===== src/rtl/shared_op_arbiter_if.sv =====
// Signal bundle between shared_op_arbiter, its requesters and the shared basic-op unit.
// The arbiter uses the slave modport; the environment (requesters + unit) uses master.
interface shared_op_arbiter_if #(
  parameter int NUM_REQ = 4
);
  logic [NUM_REQ-1:0]    req;
  logic [32*NUM_REQ-1:0] req_opa;
  logic [16*NUM_REQ-1:0] req_opb;
  logic [NUM_REQ-1:0]    req_done;
  logic [31:0]           result;
  logic                  result_overflow;
  logic [NUM_REQ-1:0]    grant;
  logic                  busy;
  logic [31:0]           unit_outa;
  logic [15:0]           unit_outb;
  logic                  unit_start;
  logic                  unit_done;
  logic [31:0]           unit_in;
  logic                  unit_overflow;
  logic                  timeout_err;

  modport slave (
    input  req, req_opa, req_opb, unit_done, unit_in, unit_overflow,
    output req_done, result, result_overflow, grant, busy,
           unit_outa, unit_outb, unit_start, timeout_err
  );

  modport master (
    output req, req_opa, req_opb, unit_done, unit_in, unit_overflow,
    input  req_done, result, result_overflow, grant, busy,
           unit_outa, unit_outb, unit_start, timeout_err
  );
endinterface


===== src/rtl/shared_op_arbiter.sv =====
// Round-robin arbiter sharing one multi-cycle start/done basic-op unit among NUM_REQ requesters.
// Optional WAIT-state watchdog enabled by defining SHARED_OP_ARB_TIMEOUT_EN.
module shared_op_arbiter #(
  parameter int NUM_REQ        = 4,
  parameter int TIMEOUT_CYCLES = 64
) (
  input  logic               clock,
  input  logic               reset,
  shared_op_arbiter_if.slave bus
);
  localparam int PTR_W = (NUM_REQ > 1) ? $clog2(NUM_REQ) : 1;

  typedef enum logic [1:0] {S_IDLE, S_ISSUE, S_WAIT, S_RESP} state_t;

  if (NUM_REQ < 2 || NUM_REQ > 8 || TIMEOUT_CYCLES < 1) begin : g_bad_param
    $error("shared_op_arbiter: NUM_REQ must be 2..8 and TIMEOUT_CYCLES >= 1");
  end

  state_t             state_q, state_d;
  logic [PTR_W-1:0]   ptr_q, ptr_d;
  logic [PTR_W-1:0]   gidx_q, gidx_d;
  logic [NUM_REQ-1:0] grant_q, grant_d;
  logic [31:0]        opa_q, opa_d;
  logic [15:0]        opb_q, opb_d;
  logic [31:0]        result_q, result_d;
  logic               ovf_q, ovf_d;
  logic               pend_q, pend_d;

  logic [31:0] opa_arr [NUM_REQ];
  logic [15:0] opb_arr [NUM_REQ];

  genvar gi;
  generate
    for (gi = 0; gi < NUM_REQ; gi++) begin : g_unpack
      assign opa_arr[gi] = bus.req_opa[32*gi +: 32];
      assign opb_arr[gi] = bus.req_opb[16*gi +: 16];
    end
  endgenerate

  // First requester at or after the pointer, wrapping modulo NUM_REQ.
  logic             sel_valid;
  logic [PTR_W-1:0] sel_idx;
  always_comb begin
    sel_valid = 1'b0;
    sel_idx   = '0;
    for (int i = 0; i < NUM_REQ; i++) begin
      int               idx;
      logic [PTR_W-1:0] cand;
      idx = int'(ptr_q) + i;
      if (idx >= NUM_REQ) idx = idx - NUM_REQ;
      cand = PTR_W'(idx);
      if (!sel_valid && bus.req[cand]) begin
        sel_valid = 1'b1;
        sel_idx   = cand;
      end
    end
  end

`ifdef SHARED_OP_ARB_TIMEOUT_EN
  localparam int CNT_W = $clog2(TIMEOUT_CYCLES + 1);
  logic [CNT_W-1:0] cnt_q, cnt_d;
  logic             tmo_q, tmo_d;
`endif

  always_comb begin
    state_d  = state_q;
    ptr_d    = ptr_q;
    gidx_d   = gidx_q;
    grant_d  = grant_q;
    opa_d    = opa_q;
    opb_d    = opb_q;
    result_d = result_q;
    ovf_d    = ovf_q;
    pend_d   = pend_q;
`ifdef SHARED_OP_ARB_TIMEOUT_EN
    cnt_d    = cnt_q;
    tmo_d    = tmo_q;
`endif
    case (state_q)
      S_IDLE: begin
        if (sel_valid) begin
          gidx_d           = sel_idx;
          grant_d          = '0;
          grant_d[sel_idx] = 1'b1;
          opa_d            = opa_arr[sel_idx];
          opb_d            = opb_arr[sel_idx];
          pend_d           = 1'b0;
          state_d          = S_ISSUE;
        end
      end
      S_ISSUE: begin
        // A unit answering combinationally to its start is held until WAIT consumes it.
        if (bus.unit_done) begin
          result_d = bus.unit_in;
          ovf_d    = bus.unit_overflow;
          pend_d   = 1'b1;
        end
`ifdef SHARED_OP_ARB_TIMEOUT_EN
        cnt_d = '0;
`endif
        state_d = S_WAIT;
      end
      S_WAIT: begin
        if (pend_q) begin
          state_d = S_RESP;
        end else if (bus.unit_done) begin
          result_d = bus.unit_in;
          ovf_d    = bus.unit_overflow;
          state_d  = S_RESP;
        end
`ifdef SHARED_OP_ARB_TIMEOUT_EN
        else if (cnt_q == CNT_W'(TIMEOUT_CYCLES - 1)) begin
          result_d = '0;
          ovf_d    = 1'b0;
          tmo_d    = 1'b1;
          state_d  = S_RESP;
        end else begin
          cnt_d = cnt_q + CNT_W'(1);
        end
`endif
      end
      S_RESP: begin
        ptr_d   = (gidx_q == PTR_W'(NUM_REQ - 1)) ? '0 : gidx_q + PTR_W'(1);
        grant_d = '0;
        pend_d  = 1'b0;
`ifdef SHARED_OP_ARB_TIMEOUT_EN
        tmo_d   = 1'b0;
`endif
        state_d = S_IDLE;
      end
      default: state_d = S_IDLE;
    endcase
  end

  always_ff @(posedge clock or posedge reset) begin
    if (reset) begin
      state_q  <= S_IDLE;
      ptr_q    <= '0;
      gidx_q   <= '0;
      grant_q  <= '0;
      opa_q    <= '0;
      opb_q    <= '0;
      result_q <= '0;
      ovf_q    <= 1'b0;
      pend_q   <= 1'b0;
`ifdef SHARED_OP_ARB_TIMEOUT_EN
      cnt_q    <= '0;
      tmo_q    <= 1'b0;
`endif
    end else begin
      state_q  <= state_d;
      ptr_q    <= ptr_d;
      gidx_q   <= gidx_d;
      grant_q  <= grant_d;
      opa_q    <= opa_d;
      opb_q    <= opb_d;
      result_q <= result_d;
      ovf_q    <= ovf_d;
      pend_q   <= pend_d;
`ifdef SHARED_OP_ARB_TIMEOUT_EN
      cnt_q    <= cnt_d;
      tmo_q    <= tmo_d;
`endif
    end
  end

  assign bus.busy            = (state_q != S_IDLE);
  assign bus.unit_start      = (state_q == S_ISSUE);
  assign bus.unit_outa       = opa_q;
  assign bus.unit_outb       = opb_q;
  assign bus.grant           = grant_q;
  assign bus.req_done        = (state_q == S_RESP) ? grant_q : '0;
  assign bus.result          = result_q;
  assign bus.result_overflow = ovf_q;
`ifdef SHARED_OP_ARB_TIMEOUT_EN
  assign bus.timeout_err     = (state_q == S_RESP) && tmo_q;
`else
  assign bus.timeout_err     = 1'b0;
`endif
endmodule

===== src/flat_wrapper.sv =====
// flat-port wrapper written by rule: the top's interface ports become plain ports
module shared_op_arbiter_flat 
#(
  parameter int NUM_REQ        = 4,
  parameter int TIMEOUT_CYCLES = 64
)
  (clock, reset, bus_req, bus_req_opa, bus_req_opb, bus_unit_done, bus_unit_in, bus_unit_overflow, bus_req_done, bus_result, bus_result_overflow, bus_grant, bus_busy, bus_unit_outa, bus_unit_outb, bus_unit_start, bus_timeout_err);
  shared_op_arbiter_if #(.NUM_REQ(NUM_REQ)) bus_i ();
  input  logic clock;
  input  logic reset;
  input wire logic [$bits(bus_i.req)-1:0] bus_req;
  input wire logic [$bits(bus_i.req_opa)-1:0] bus_req_opa;
  input wire logic [$bits(bus_i.req_opb)-1:0] bus_req_opb;
  input wire logic [$bits(bus_i.unit_done)-1:0] bus_unit_done;
  input wire logic [$bits(bus_i.unit_in)-1:0] bus_unit_in;
  input wire logic [$bits(bus_i.unit_overflow)-1:0] bus_unit_overflow;
  output wire logic [$bits(bus_i.req_done)-1:0] bus_req_done;
  output wire logic [$bits(bus_i.result)-1:0] bus_result;
  output wire logic [$bits(bus_i.result_overflow)-1:0] bus_result_overflow;
  output wire logic [$bits(bus_i.grant)-1:0] bus_grant;
  output wire logic [$bits(bus_i.busy)-1:0] bus_busy;
  output wire logic [$bits(bus_i.unit_outa)-1:0] bus_unit_outa;
  output wire logic [$bits(bus_i.unit_outb)-1:0] bus_unit_outb;
  output wire logic [$bits(bus_i.unit_start)-1:0] bus_unit_start;
  output wire logic [$bits(bus_i.timeout_err)-1:0] bus_timeout_err;
  assign bus_i.req = bus_req;
  assign bus_i.req_opa = bus_req_opa;
  assign bus_i.req_opb = bus_req_opb;
  assign bus_i.unit_done = bus_unit_done;
  assign bus_i.unit_in = bus_unit_in;
  assign bus_i.unit_overflow = bus_unit_overflow;
  assign bus_req_done = bus_i.req_done;
  assign bus_result = bus_i.result;
  assign bus_result_overflow = bus_i.result_overflow;
  assign bus_grant = bus_i.grant;
  assign bus_busy = bus_i.busy;
  assign bus_unit_outa = bus_i.unit_outa;
  assign bus_unit_outb = bus_i.unit_outb;
  assign bus_unit_start = bus_i.unit_start;
  assign bus_timeout_err = bus_i.timeout_err;
  shared_op_arbiter #(.NUM_REQ(NUM_REQ), .TIMEOUT_CYCLES(TIMEOUT_CYCLES)) u_core (.clock(clock), .reset(reset), .bus(bus_i));
endmodule

===== config.mk =====
export PLATFORM = sky130hd
export DESIGN_NAME = shared_op_arbiter_flat
export DESIGN_NICKNAME = d
export VERILOG_FILES = /design/src/rtl/shared_op_arbiter_if.sv /design/src/rtl/shared_op_arbiter.sv /design/src/flat_wrapper.sv
export SDC_FILE = /design/constraint.sdc
export NUM_CORES = 1
export LEC_CHECK = 0
export ABC_AREA = 1
export CORE_MARGIN = 2
export CORE_UTILIZATION = 37
export CTS_CLUSTER_DIAMETER = 200
export DETAILED_ROUTE_END_ITERATION = 12
export PLACE_DENSITY = 0.79
export SYNTH_ARGS = -nofsm -noshare
export SYNTH_HDL_FRONTEND = slang
export SYNTH_SLANG_ARGS = --single-unit

===== constraint.sdc =====
create_clock -name clock -period 2.55 [get_ports clock]
set_input_delay 0.255 -clock clock [delete_from_list [all_inputs] [get_ports clock]]
set_output_delay 0.255 -clock clock [all_outputs]
set_load 0.005 [all_outputs]

# After elaboration in Yosys (flattened, before gate mapping)
# Index checks and enable logic that the tools add are counted.
# classes
n_mux	45
n_addsub	8
n_reduce_logical	17
order_cmp	11
eq_ne	8
bitwise_logic	1
# ops
cell	n
2-to-1 mux 32 bit	4
binary-select mux 32 bit (select 2 bit)	1
one-hot mux 32 bit (2 select lines)	1
binary-select mux 16 bit (select 2 bit)	1
2-to-1 mux 16 bit	2
2-to-1 mux 2 bit	12
< comparator 2 x 3 -> 1 bit (second input constant)	5
2-to-1 mux 1 bit	13
>= comparator 3 bit (second input constant)	4
binary-select mux 1 bit (select 2 bit)	4
2-to-1 mux 4 bit	2
one-hot mux 2 bit (4 select lines)	1
one-hot mux 4 bit (2 select lines)	1
AND reduction 2 bit	4
subtractor 2 x 1 -> 2 bit (second input constant)	4
adder 2 x 2 -> 3 bit (second input constant)	2
== test 2 bit (second input constant)	3
nonzero test 2 bit	3
logical AND 1 bit	4
!= test 2 bit (second input constant)	2
adder 2 x 1 -> 3 bit (second input constant)	1
>= comparator 2 x 3 -> 1 bit (second input constant)	1
logical NOT 1 bit	3
!= test 3 x 2 -> 1 bit (second input constant)	1
11 further kinds	11
# word_totals
word_cells	99
out_inout_bits	92
register_bits	92

# Logic depth before layout (Yosys ltp)
# Gate-level depths: netlist of the first run.
# depth
word_depth	20
ltp_mapped	16
depth_no_buf	15

# Least setup slack after synthesis of the first run
# No wires, ideal clock.
# synth_timing
path_kind	register -> register
start	register u_core.ptr_q[0]
end	register u_core.opa_q[24], in the netlist u_core.bus.unit_outa[24]
n_path_buf	2
t_required_ns	2.433
path_slack_ns	0.755
path_stages_with_launch	17
t_arrival_ns	1.678
path_cell_list	dfrtp_1 > buf_6 > nand2_1 > nand2_1 > nand2_2 > nand2_2 > nor2_4 > nand2_2 > nand2_1 > inv_2 > nor2_2 > nor2_8 > buf_6 > nand2_1 > nand2_1 > nand2_1 > nand2_1
# synth_via
elab_chain_len	18
elab_cells_between_ends	42
cone_classes	add/sub: 7; order compare: 4; mux: 23; bitwise: 1; reduce/logical: 7
# synth_lines
element	line_no	text
from (decl)	shared_op_arbiter.sv:20	logic [PTR_W-1:0] ptr_q, ptr_d;
from (signal assigned)	shared_op_arbiter.sv:152	ptr_q <= ptr_d;
branches (longest 18 deep; another with adder 2 x 1 -> 3 bit)	n/a	
to (signal assigned)	shared_op_arbiter.sv:155	opa_q <= opa_d;
to (decl)	shared_op_arbiter.sv:23	logic [31:0] opa_q, opa_d;
# Parallel ways; which one is timed is not known. The select of a mux whose other input is x is not followed.
# A chain may end at the register's enable or synchronous reset.

# Worst setup path in the final report of the first run
# layout_timing
start	register u_core.ptr_q[0]
end	register u_core.opa_q[5], in the netlist u_core.bus.unit_outa[5]
# The elaborated chain is that of the path after synthesis.

==> results of run 1 <==
==> area by class of cell <==
class | count | area share, %
clock buffer | 12 | 2.720
clock inverter | 4 | 0.5363
inverter | 24 | 0.9577
multi-input combinational | 710 | 34.27
sequential | 92 | 23.50
tap | 220 | 2.809
timing repair buffer | 340 | 35.21
==> logic make-up after synthesis <==
group                    Yosys count
AND/OR/NAND/NOR                  654
multiplexers                      33
adder cells (fa/ha/maj)            5
other                              1
buffers and inverters             79
flip-flops                        92
AO/OA/AOI/OAI                     17
==> tightest hold or removal path: cells and delay by family <==
kind | cells | cell delay, ns
buffers and inverters | 3 | 0.92
==> through the flow <==
| stage | power (mW) | hold WS, ns | area, um^2 | worst slack [ns] |
|---|---|---|---|---|
| floorplan | 9.287 | 0.4056 | 6200 | 0.7553 |
| global placement | 11.99 | 0.4610 | 9475 | 0.1734 |
| detailed placement | 12.12 | 0.4640 | 9475 | 0.1303 |
| CTS | 13.60 | 0.4204 | 9794 | 0.2138 |
| global route | 14.81 | 0.4393 | 9798 | 0.03866 |
| finish | 13.45 | 0.3925 | 9798 | 0.2869 |
==> metal layers <==
| layer | track usage (%) | vias to the layer above | wire length, um |
|---|---|---|---|
| met3 | 6.317 | 34 | 1590 |
| met4 | 8.688 | 0 | 624 |
| met2 | 39.20 | 267 | 9841 |
| li1 | - | 3335 | - |
| met1 | 26.37 | 2963 | 8138 |
| met5 | 0 | - | 0 |
==> sequential cells by signal, summed over array words and instances, names as in the netlist <==
register,flops
u_core.pend_q,1
u_core.gidx_q,2
u_core.state_q,2
u_core.bus.result_overflow,1
u_core.ptr_q,2
u_core.bus.grant,4
u_core.bus.result,32
u_core.bus.unit_outa,32
u_core.bus.unit_outb,16
==> final timing paths <==
check | from | endpoint | slack [ns]
setup / recovery | u_core.ptr_q[0] | u_core.bus.unit_outa[5] | 0.29
hold / removal | reset | u_core.bus.result[8] | 0.39
setup reg to reg | u_core.ptr_q[0] | u_core.bus.unit_outa[5] | 0.29
hold reg to reg | u_core.bus.unit_outb[10] | u_core.bus.unit_outb[10] | 0.48
max in group asynchronous | reset | u_core.bus.unit_outa[17] | 1.76
min in group clock | u_core.bus.unit_outb[10] | u_core.bus.unit_outb[10] | 0.48
==> Yosys cell counts (all sizes together) (3+ instances only) <==
| cell | n | share of area, % |
|---|---|---|
| a21oi | 3 | 0.30 |
| dfrtp | 92 | 37 |
| mux2 | 33 | 6.0 |
| ha | 5 | 1.0 |
| nor2 | 9 | 1.3 |
| o21ai | 11 | 0.95 |
| nand2 | 543 | 34 |
| inv | 24 | 1.5 |
| clkbuf | 9 | 0.55 |
| buf | 46 | 6.6 |
| nand3 | 101 | 10 |
==> power groups by stage <==
stage,registers (mW),clock network (mW),logic (mW)
after floorplan,2.61,0,6.68
after global placement,2.63,0,9.36
after detailed placement,2.65,0,9.46
after CTS,2.64,1.45,9.52
after global routing,2.71,1.51,10.6
final,2.63,1.41,9.40
==> results list, run 1 <==
- Root buf cell: clkbuf_16
- Largest fanout on the critical path: 37
* First-pass GRT wire length: approximately 32000 um
- Of the cells placed in the final design, the portion with a size suffix greater than 1 is around a tenth.
- Clock tree from TritonCTS: yes
- Grt total ovfl: 0
* Relative slew margins: between 60% and 70%
- Setup repair after global routing missed its margin: no
- Number of core rows: 47
* Layout overhead on the synthesized area: 58.14%
* Vias in the first global route: roughly 6300
- Family of cells with the greatest summed delay on the critical path: simple AND/OR/NAND/NOR gates
- Static Leakage: 4.897 nW
- Counting both buffers and inverters, the worst setup path holds a total of 2.
- Number of nets still failing antenna checks after routing: 0
- The signal on the critical path passes through buf_4 > nand2_1 > nand2_1 > nand2_2 > o21ai_2 > nand3_2 > nand2_4 > buf_4 > nand3_1 > nand2_1 > nand2_1 > nand2_1 > nand2_1 > nand2_1.
- Most used cells in the layout excluding fill and tap cells: 529 x nand2_1, 322 x clkdlybuf4s50_1, 92 x dfrtp_1, 76 x nand3_1, 33 x mux2_2
- Number of H-tree levels: 3
- The synthesized netlist devotes between 40% and 50% of its cell area to simple gates.
- The slowest stage of the critical path belongs to the cell dfrtp_1.
* Number of antenna violations at the first check in global routing: 1
* Latest clock arrival within the worst-skew pair: between 0.3 and 0.4 ns
- Depth of the worst register-to-register path: 14
- Sequential share of power: between 10% and 20%
* Slew Limit Fails: 0
* Yosys warnings: 0
- Clock transition time at the flip-flop clock pins of the worst setup and hold paths: about 0.070 ns
- N_diodes: 0
* Accumulated negative setup slack: 0 ns
* Clock sink total: slightly above 90
* Post-route fraction of the period consumed by the critical path: between 80% and 90%
* Path type of the worst setup path: reg2reg
* Number of flops mapped to enable cells by yosys: 0
* Count of routing violations after the opening detailed-route iteration: about 290
* Power density over cell area: 1373 nW/um^2
- Worst Tran Pin Value: ~0.52 ns
- Longest individual stage delay on the worst path: roughly 0.54 ns
* Clock period minus final worst setup slack: between 2 and 2.5 ns
- Min-delay worst type: in2async
- Buffers inserted during clock tree synthesis total 9.
- Area of the core: 16470 um^2
* Worst supply voltage drop on vdd: between 1 and 1.5 mV
- DP Wirelength: roughly 15000 um
- For the worst setup path, the data required time is around 2.8 ns.
- The run finished with clean final reports.
- Post CTS Setup Buffer Count: 0
- Routed wire length: a little over 20000 um
- Counting every net in the synthesized netlist gives between 1000 and 1500.
- The floorplan step defined a die boundary enclosing roughly 18000 um^2.
- The count of endpoints failing hold in the final timing report was 0.
- Average wire length per cell after detail routing: about 14 um
- Once the floorplan was initialized, standard cells occupied roughly 38% of the core.
- After detailed routing, the number of vias per cell comes to between 4 and 5.
- Largest family of logic cells by synthesized area: simple AND/OR/NAND/NOR gates
- Fraction of power consumed by combinational cells: a little over two thirds
- Clock skew on the completed layout was measured at 0.008820 ns.
- Area share of fa/ha/maj cells after synthesis: roughly 1.0%
- The count of cells in the finished layout, fillers not included, comes to between 1000 and 1500.
* Switching share of total power: a little under half
- Registers take approximately 2300 um^2.
- Leaving out fill and tap cells, the most frequent cell in the layout is nand2_1.
* Global Route Usage Sum: between 20% and 30%
- Setup violations remaining at the end of the flow were counted as 0.
- The internal portion of the total power is slightly above 7 mW.
* Port Buffers: about 320
- X dimension of the die: ~130 um
- Max-cap viol count: 0
- Distinct cell type count of the synthesized netlist: 31
- Clock network power share: about a tenth
- Largest net degree at the start of global routing: 93
- Routability-driven placement congestion ratio: between 0.8 and 0.9
- The worst setup path is captured at a flip-flop.
- Commonest register cell after synthesis: dfrtp_1
- Count of unresolved DRC violations after routing: 0
- Total of flip-flops plus latches after synthesis: 92
* Data arrival time at the worst-slack endpoint: between 2 and 3 ns
- Compound-gate portion of the synthesized area: around 1.8%
- Pre-Repair DR Iteration Count: 4
* Ys async rst share: 100.0%
- Fill cells in the final layout number about 1500.
- The cell count after synthesis came out at 881.
- After clock tree synthesis, the flow added hold-fix buffers numbering 0.
- Highest attainable clock frequency: between 0.4 and 0.5 GHz
* Total instance count after detailed placement: around 1400
- The cell that appears most often on the critical path is nand2_1.
- Xor and xnor fraction of the mapped netlist area: 0%
- Count of instances resized after the clock tree is built: 0
- DR vias: 6599
- At the end of the flow, the number of nets in the layout was around 1400.
* Combined area of the multi-input logic cells: between 3000 and 4000 um^2
- In this run the vertical extent of the chip is around 130 um.
- Cell area after technology mapping: between 6000 and 7000 um^2
- Avg Synthesized Cell Area: between 7 and 8 um^2
- Post-synthesis sequential area ratio: 37.16%
* Startpoint type of the worst setup path: flip-flop
- In this run the number of cells on the critical path is 14.
- After synthesis, the share of cell area in mux cells is 5.998%.
- Number of top-level pins: 324
- Utilization after layout: between 50% and 60%
* Clock buffer depth: 2
- Switching power summed over all nets: 6.360 mW
No activity file was read; power rests on OpenSTA's default activity.
==> run 2: changes to the inputs <==
--- a/config.mk
+++ b/config.mk
@@ -10,6 +10,7 @@
 export CORE_UTILIZATION = 37
 export CTS_CLUSTER_DIAMETER = 200
 export DETAILED_ROUTE_END_ITERATION = 12
+export GPL_TIMING_DRIVEN = 0
 export PLACE_DENSITY = 0.79
 export SYNTH_ARGS = -nofsm -noshare
 export SYNTH_HDL_FRONTEND = slang
==> run 2 against run 1 <==
Against the previous run: clock-buffer cell count down 3; global-route usage up 2.2 points; cell area up 2.5%; die area unchanged; non-clock buffer count up 39; setup slack better by 0.076 ns; power up 6.6%.
==> results list, run 2 (synthesis results as in run 1) <==
- The run finished with clean final reports.
* Min-delay worst type: in2async
* Clock transition time at the flip-flop clock pins of the worst setup and hold paths: 0.07 ns (about the same)
- Count of instances resized after the clock tree is built: 0 (unchanged)
- Largest net degree at the start of global routing: 42 (-55%)
- The utilization of the core after routing is 61.01% (+1.5 points).
* Path type of the worst setup path: reg2reg
- The instance area after placement was 9738 um^2 (+2.8%).
* Required time at the worst-slack endpoint: 2.79 ns (-0.04 ns)
* Average wire length per cell after detail routing: 15.51 um (+7.7%)
- The storage element area is 2302 um^2 (unchanged).
- Beginning of the critical path: u_core.ptr_q[0]
- Latest clock arrival within the worst-skew pair: 0.35 ns (about the same)
- The library cell used most frequently in the layout, excluding fill and tap cells, is nand2_1.
* X dimension of the die: 133.4 um (unchanged)
- Number of core rows: 47 (unchanged)
* Routed via count divided by cell count: 4.678 (-0.61%)
- The global-route wire length before repair is 34110 um (+6.8%).
- The number of antenna repair diodes was 0 (unchanged).
- The combined global-route utilization of all metal layers was 24.75% (+2.2 points).
* Crit path capture type: flip-flop
* DR vias: 6741 (+2.2%)
- Slew Limit Fails: 0 (unchanged)
- Data arrival time at the worst-slack endpoint: 2.43 ns (-0.11 ns)
- The number of clock sinks is 92 (unchanged).
- Compared with the post-synthesis result, the final layout area differs by 62.14%.
- The worst-case register-to-register setup slack was 0.36 ns (+0.08 ns).
* Highest attainable clock frequency: 0.4572 GHz (+3.5%)
- The HPWL after detailed placement was 17790 um (+16%).
* TritonCTS buffer count: 9 (unchanged)
- Number of antenna violations at the first check in global routing: 0 (-1)
- NumNets Final: 1453 (+2.8%)
- Post-route fraction of the period consumed by the critical path: 85.76% (-3.0 points)
- The critical path ends at u_core.bus.unit_outa[6].
* Post CTS Setup Buffer Count: 0 (unchanged)
* Clock buffer depth: 2 (unchanged)
- Worst Tran Pin Value: 0.6135 ns (+0.09107 ns)
- The area of the multi-input gates came to 3358 um^2 (unchanged).
- Die area: 17800 um^2 (unchanged)
* Total chip power: 14.34 mW (+6.6%)
- The final non-filler cell area was 10050 um^2 (+2.5%).
* Max-cap viol count: 0 (unchanged)
* Pre-Repair DR Iteration Count: 7 (+3)
- Root buf cell: clkbuf_16
- The maximum net fanout on the critical path came to 10 (-73%).
- Worst Skew: 0.005958 ns (-0.002862 ns)
* Startpoint of the worst register-to-register path: u_core.ptr_q[0]
- The library cells used most frequently in the layout, excluding fill and tap cells, are 529 x nand2_1, 322 x clkdlybuf4s50_1, 92 x dfrtp_1, 76 x nand3_1, 33 x mux2_2.
- Static Leakage: 5.034 nW (+2.8%)
- Count of routing violations after the opening detailed-route iteration: 326 (+14%)
- The fraction of final layout cells sized beyond drive strength 1 came to 12.20% (+1.9 points).
- Relative slew margins: 59.10% (-6.1 points)
- Initial Util: 37.63% (unchanged)
* Count of unresolved DRC violations after routing: 0 (unchanged)
- Accumulated negative setup slack: 0 ns (unchanged)
* End of the worst register-to-register path: u_core.bus.unit_outa[6]
* Routability-driven placement congestion ratio: 0.9086 (+8.1%)
- The count of endpoints failing hold in the final timing report is 0 (unchanged).
* Cts-stage hold buffer count: 0 (unchanged)
- Area of the core: 16470 um^2 (unchanged)
- The final wirelength is 22360 um (+11%).
- The I/O pin count came to 324 (unchanged).
- The count of antenna-violating nets left after detailed routing is 0 (unchanged).
* Grt total ovfl: 0 (unchanged)
- The final-layout fill cell count was 1532 (+1.1%).
- Setup repair after global routing left no endpoint under its margin.
- The number of cells traversed by the worst register-to-register path is 15 (+1).
* Clock period minus final worst setup slack: 2.187 ns (-0.07612 ns)
- Height of the chip: 133.4 um (unchanged)
* Clock tree from TritonCTS: yes
- Vias in the first global route: 6574 (+3.6%)
- Final number of setup-violating endpoints: 0 (unchanged)
* Port Buffers: 322 (unchanged)
* Power density over cell area: 1427 nW/um^2 (+4.0%)
* Startpoint type of the worst setup path: flip-flop
* Number of H-tree levels: 3 (unchanged)
* Worst supply voltage drop on vdd: 0.7335 mV (-30%)
run 2: cell types whose count changed in the layout (fill, tap and decap cells not counted):
| cell | previous run | this run |
|---|---|---|
| buf_6 | 1 | 16 |
| buf_2 | 0 | 14 |
| clkbuf_1 | 0 | 9 |
| buf_1 | 0 | 3 |
| clkbuf_8 | 3 | 0 |
| buf_12 | 7 | 5 |
| buf_4 | 10 | 8 |
| buf_8 | 0 | 2 |
| clkinvlp_4 | 1 | 3 |
| clkinv_2 | 1 | 0 |
| clkinv_4 | 0 | 1 |
| inv_8 | 0 | 1 |
run 2: worst max-delay path, cell delays in order, from the launching register on:
cell     delay [ns]
dfrtp_1        0.43
inv_2          0.15
nand2_1        0.09
nand3_1        0.11
nand2_2        0.10
nor2_4         0.15
nand3_2        0.10
nand2_4        0.17
nand2_4        0.14
buf_4          0.22
nand2_1        0.07
nand2_1        0.09
nand2_1        0.09
nand2_1        0.05
nand2_1        0.05
nand2_1        0.04
run 2: power by group:
| group | switching, mW | total (mW) | internal [mW] | leakage, nW |
|---|---|---|---|---|
| logic | 5.80 | 10.3 | 4.51 | 3.75 |
| clock network | 0.628 | 1.40 | 0.776 | 0.145 |
| registers | 0.435 | 2.62 | 2.19 | 1.14 |
run 2: how the worst min path moves through the flow:
| stage | endpoint | slack (ns) | depth (start not counted) |
|---|---|---|---|
| after global placement | u_core.bus.unit_outa[22] | 0.46 | 2 |
| after global routing | u_core.bus.result[28] | 0.27 | 2 |
| after detailed placement | u_core.bus.unit_outa[0] | 0.46 | 2 |
| final | u_core.bus.result[28] | 0.26 | 2 |
| after CTS | u_core.bus.result[28] | 0.26 | 2 |
| after floorplan | u_core.bus.result[30] | 0.41 | 1 |
run 2: stage by stage:
stage | cells | setup slack [ns] | hold WS (ns)
6_report | 1441 | 0.3630 | 0.2557
5_1_grt | 1441 | 0.1454 | 0.2740
4_1_cts | 1441 | 0.3481 | 0.2563
3_5_place_dp | 1425 | 0.1887 | 0.4638
3_3_place_gp | 1423 | 0.1576 | 0.4615
2_1_floorplan | 881 | 0.7553 | 0.4056
run 2: per-layer routing:
metal  up-vias  track usage (%)  share of wire (%)
met5         -                0                  0
met4         0            8.274                2.4
met2       279            44.64                 50
met1      3022            28.91                 40
met3        35            5.708                7.5
li1       3405                -                  -
run 2: layout make-up:
cell class | instances | area share [%]
Tap cell | 220 | 2.740
Timing Repair Buffer | 324 | 32.48
Clock inverter | 7 | 0.8220
Inverter | 24 | 0.9341
Buffer | 55 | 4.434
Clock buffer | 9 | 2.242
Multi-Input combinational cell | 710 | 33.43
Sequential cell | 92 | 22.92
